`config.mk`:
```
export PLATFORM = sky130hd
export DESIGN_NAME = seg_scan_driver
export DESIGN_NICKNAME = d
export VERILOG_FILES = /design/src/rtl/seg_scan_driver.sv
export SDC_FILE = /design/constraint.sdc
export NUM_CORES = 1
export LEC_CHECK = 0
export BUFFER_PORTS_ARGS = -buffer_cell sky130_fd_sc_hd__buf_2
export CAP_MARGIN = 20
export CORE_ASPECT_RATIO = 0.9
export CORE_MARGIN = 2
export CORE_UTILIZATION = 53
export DETAILED_ROUTE_END_ITERATION = 10
export PLACE_DENSITY = 0.71
export SLEW_MARGIN = 20
export SYNTH_ARGS = -nofsm -noshare
export SYNTH_HDL_FRONTEND = slang
export SYNTH_SLANG_ARGS = --single-unit
```
`constraint.sdc`:
```
create_clock -name clk -period 2.3 [get_ports clk]
set_input_delay 0.46 -clock clk [delete_from_list [all_inputs] [get_ports clk]]
set_output_delay 0.46 -clock clk [all_outputs]
set_load 0.005 [all_outputs]
```
`src/rtl/seg_scan_driver.sv`:
```
// Time-multiplexed N-digit hex 7-segment driver with frame-aligned value commit.
// Optional: define SEG_SCAN_LEADING_ZERO_BLANK_EN to blank digits above the most significant nonzero digit.
module seg_scan_driver #(
  parameter int DATA_W         = 10,
  parameter int REFRESH_DIV    = 50000,
  parameter bit SEG_ACTIVE_LOW = 1'b1,
  parameter bit AN_ACTIVE_LOW  = 1'b1,
  localparam int DIGITS        = (DATA_W + 3) / 4
) (
  input  logic              clk,
  input  logic              rst,
  input  logic [DATA_W-1:0] value,
  input  logic              load,
  output logic [6:0]        seg,
  output logic [DIGITS-1:0] an,
  output logic              frame_tick,
  output logic              pending
);

  localparam int PW = (REFRESH_DIV > 1) ? $clog2(REFRESH_DIV) : 1;
  localparam int IW = (DIGITS > 1) ? $clog2(DIGITS) : 1;
  localparam int EW = DIGITS * 4;

  localparam logic [PW-1:0]     PRESC_LAST = PW'(REFRESH_DIV - 1);
  localparam logic [PW-1:0]     PRESC_PRE  = PW'(REFRESH_DIV - 2);
  localparam logic [IW-1:0]     IDX_LAST   = IW'(DIGITS - 1);
  localparam logic [DIGITS-1:0] AN_ONE     = DIGITS'(1);
  localparam logic [6:0]        SEG_OFF    = SEG_ACTIVE_LOW ? 7'h7F : 7'h00;
  localparam logic [DIGITS-1:0] AN_OFF     = AN_ACTIVE_LOW ? {DIGITS{1'b1}} : {DIGITS{1'b0}};

  logic [PW-1:0]     presc;
  logic [IW-1:0]     idx;
  logic [DATA_W-1:0] shadow;
  logic [DATA_W-1:0] disp;
  logic              slot_end;
  logic              wrap;
  logic              tick_next;
  logic [EW-1:0]     disp_ext;
  logic [3:0]        nib;
  logic              blank;
  logic [6:0]        seg_hi;
  logic [DIGITS-1:0] an_hi;

  function automatic logic [6:0] hex7(input logic [3:0] n);
    case (n)
      4'h0: hex7 = 7'h3F;  4'h1: hex7 = 7'h06;  4'h2: hex7 = 7'h5B;  4'h3: hex7 = 7'h4F;
      4'h4: hex7 = 7'h66;  4'h5: hex7 = 7'h6D;  4'h6: hex7 = 7'h7D;  4'h7: hex7 = 7'h07;
      4'h8: hex7 = 7'h7F;  4'h9: hex7 = 7'h6F;  4'hA: hex7 = 7'h77;  4'hB: hex7 = 7'h7C;
      4'hC: hex7 = 7'h39;  4'hD: hex7 = 7'h5E;  4'hE: hex7 = 7'h79;  default: hex7 = 7'h71;
    endcase
  endfunction

  assign slot_end = (presc == PRESC_LAST);
  assign wrap     = slot_end && (idx == IDX_LAST);
  // frame_tick is registered, so it is precomputed one cycle early to land on the wrap cycle itself.
  assign tick_next = (presc == PRESC_PRE) && (idx == IDX_LAST);
  assign disp_ext  = EW'(disp);
  assign nib       = disp_ext[{idx, 2'b00} +: 4];

`ifdef SEG_SCAN_LEADING_ZERO_BLANK_EN
  logic [IW-1:0] msd;

  always_comb begin
    msd = '0;
    for (int i = 1; i < DIGITS; i++) begin
      if (disp_ext[i*4 +: 4] != 4'h0) msd = IW'(i);
    end
    blank = (idx > msd);
  end
`else
  assign blank = 1'b0;
`endif

  // NOTE: every always_comb output gets a value on every path so no latch is inferred.
  always_comb begin
    seg_hi = blank ? 7'h00 : hex7(nib);
    an_hi  = AN_ONE << idx;
  end

  // NOTE: state uses non-blocking assignments so all registers update from pre-edge values.
  always_ff @(posedge clk or posedge rst) begin
    if (rst) begin
      presc      <= '0;
      idx        <= '0;
      shadow     <= '0;
      disp       <= '0;
      pending    <= 1'b0;
      frame_tick <= 1'b0;
      seg        <= SEG_OFF;
      an         <= AN_OFF;
    end else begin
      presc      <= slot_end ? '0 : presc + 1'b1;
      frame_tick <= tick_next;
      if (slot_end) idx <= (idx == IDX_LAST) ? '0 : idx + 1'b1;
      if (load) shadow <= value;
      // A load coinciding with the wrap bypasses the shadow and lands in this new frame.
      if (wrap) begin
        if (load)         disp <= value;
        else if (pending) disp <= shadow;
        pending <= 1'b0;
      end else if (load) begin
        pending <= 1'b1;
      end
      seg <= SEG_ACTIVE_LOW ? ~seg_hi : seg_hi;
      an  <= AN_ACTIVE_LOW ? ~an_hi : an_hi;
    end
  end

endmodule
```
==> out/results.tsv <==
metric	value	unit
Fmax	485.9	MHz
postcts setup bufs	0	
CTS root buf	clkbuf_8	
number of global-route vias before repair	1491	
Max Cap Viol	0	
starting density of the core	55.74	%
Main synth FF type	dfrtp_1	
Synth cell types	37	
Seq cells post-synth	50	
CTS H-tree lvls	2	
top-count cell post-synth	dfrtp_1	
Total Negative Setup Slacks	0	ns
top cells by area, synth	dfrtp_1, dfstp_2, mux2_2	
Final period util	89.48	%
DRC	0	
worst r2r src	idx[0]	
cell count after synthesis	182	
min cycle time layout	2.058	ns
gr usage total	18.93	%
clk buf depth	2	
synth warn	0	
Worst setup EP type	flip-flop	
Worst-Skew Late Latency	0.30	ns
row count	22	
vias per inst	5.614	
via count	1454	
Post-DRT Antenna Nets	0	
multi-input logic area	954.7	µm²
placed wire-length estimate	2.964	mm
area grow syn2layout	12.04	%
async set-reset flop share out of synthesis	100.0	%
CTS tree	done	
Final Max Tran Viols	0	
final wirelength	3.928	mm
P_leak	1.196	nW
TritonRoute pass-1 iters	4	
register area	1264	µm²
RSZ-0062 raised after global routing	false	
status	finished clean	
Syn Area/Cell	12.56	µm²
PwrDens	607.7	nW/µm²
Die ar.	4855	µm²
Slew HR	60.74	%
Chip Height	66.31	µm
Hold/Removal Path Class	in -> async	
worst slew pin tran	0.5867	ns
first-pass GRT wire length	6.927	mm
Overall Power	0.001557	W
syn_nets	203	
IO Pins	25	
Post-synth EDFFs	0	
drt wl/cell	15.17	µm
Cell Area, Synth	2286	µm²
clock sink count	50	
CP Max Fanout	7	
Setup CP Type	reg -> reg	
worst endpoint data arrival time	2.28	ns
peak supply drop	475.9	µV
antenna violations before repair	0	
Ant. Diodes	0	
Required @ worst endpoint	2.52	ns
core area	4101	µm²
most frequent cells after synthesis	dfrtp_1, mux2_2, nor2_1	
Die Width	73.23	µm
1st-iter DRT viols	92	
layout cells sized above 1	36.02	%
Fill cells	327	
CTS clk-pin slew, worst paths	0.09	ns
Yosys top cell area share	43.79	%
sequential share of the synthesized area	55.28	%
nets@finish	231	
largest net degree at the start of global routing	31	
CTS Buf Count	5	
Finish-stage setup viols	0	
CP Launch Type	flip-flop	
global route overflow	0	
I/O Buffers	24	
Yosys top cell by area	dfrtp_1	
Critical Path Start	idx[0]	
Final Skew	0.005165	ns
GPL Wtd Cong	0.9012	
Hold Fails Final Rpt	0	
## layout by cell type (no fill, tap or decap), drive strengths merged, types with 2 or more instances in the layout
| master | n |
|---|---|
| ha | 8 |
| nor4 | 2 |
| and4 | 4 |
| nor2 | 15 |
| xor2 | 7 |
| o22ai | 2 |
| mux2 | 20 |
| clkbuf | 6 |
| mux2i | 10 |
| nor3 | 2 |
| xnor2 | 7 |
| nand2 | 8 |
| nand3 | 7 |
| and3 | 2 |
| buf | 28 |
| or2 | 2 |
| inv | 10 |
| nand4 | 4 |
| dfrtp | 40 |
| a21oi | 2 |
| dfstp | 10 |
## final cells by class
cell class | count | area share (%)
flip-flops and latches | 50 | 49.34
multi-input cells | 115 | 37.27
repair buffers | 28 | 5.862
clock buffers | 6 | 3.224
well taps | 48 | 2.345
inverters | 10 | 1.466
clock inverters | 2 | 0.4885
## registers in the layout, indices dropped and copies added (netlist names)
| register | count |
|---|---|
| an | 3 |
| seg | 7 |
| disp | 10 |
| frame_tick | 1 |
| presc | 16 |
| pending | 1 |
| shadow | 10 |
| idx | 2 |
## logic make-up after synthesis
logic type,Yosys count,share of synthesized area (%)
compound gates,11,3.668
xor+xnor,14,5.364
fa+ha+maj,8,4.379
buf+inv,17,3.120
flops,50,55.28
mux,31,15.22
simple gates,51,12.97
## repair_timing
action	in CTS	in global routing
setup endpoints to repair	0	2
hold endpoints to repair	0	0
resized for setup	0	1
hold buffers	0	0
## where the power goes
part	switching (W)	internal [W]
combinational	0.0000570	0.0000517
sequential	0.00000987	0.000916
clock	0.000280	0.000242
total	0.000347	0.00121
## metal layers
metal / routed length [µm] / global-route usage, %
met1: 1886 / 25.37
met3: 184 / 4.268
met2: 1797 / 29.39
met5: 0 / 0
met4: 60 / 8.333
## path summary, 6_finish.rpt
path	to	slack, ns	cells past startpoint
worst max register to register	seg[3]	0.24	6
min in group clk	shadow[8]	0.40	2
max in group asynchronous	an[2]	1.43	3
worst min-delay path	presc[13]	0.21	2
worst max-delay path	seg[3]	0.24	6
worst min register to register	shadow[5]	0.50	1
## worst max-delay path: stages (launching register included)
cell	delay, ns
dfrtp_1	0.51
mux2i_1	0.28
nor2_1	0.08
a21oi_2	0.23
inv_1	0.15
ha_1	0.25
mux4_2	0.47
## stage by stage
stage / std cells / cell area [µm²] / hold slack [ns] / setup WS (ns) / utilization [%]
final: 259 / 2561 / 0.2114 / 0.2419 / 62.45
after global routing: 259 / 2561 / 0.2589 / 0.1146 / 62.45
after CTS: 259 / 2557 / 0.2299 / 0.1380 / 62.36
after detailed placement: 251 / 2462 / 0.4845 / 0.1423 / 60.04
after global placement: 251 / 2462 / 0.4778 / 0.3492 / 60.04
after floorplan: 182 / 2286 / 0.4555 / 0.2871 / -
(Power assumes the default switching activity.)
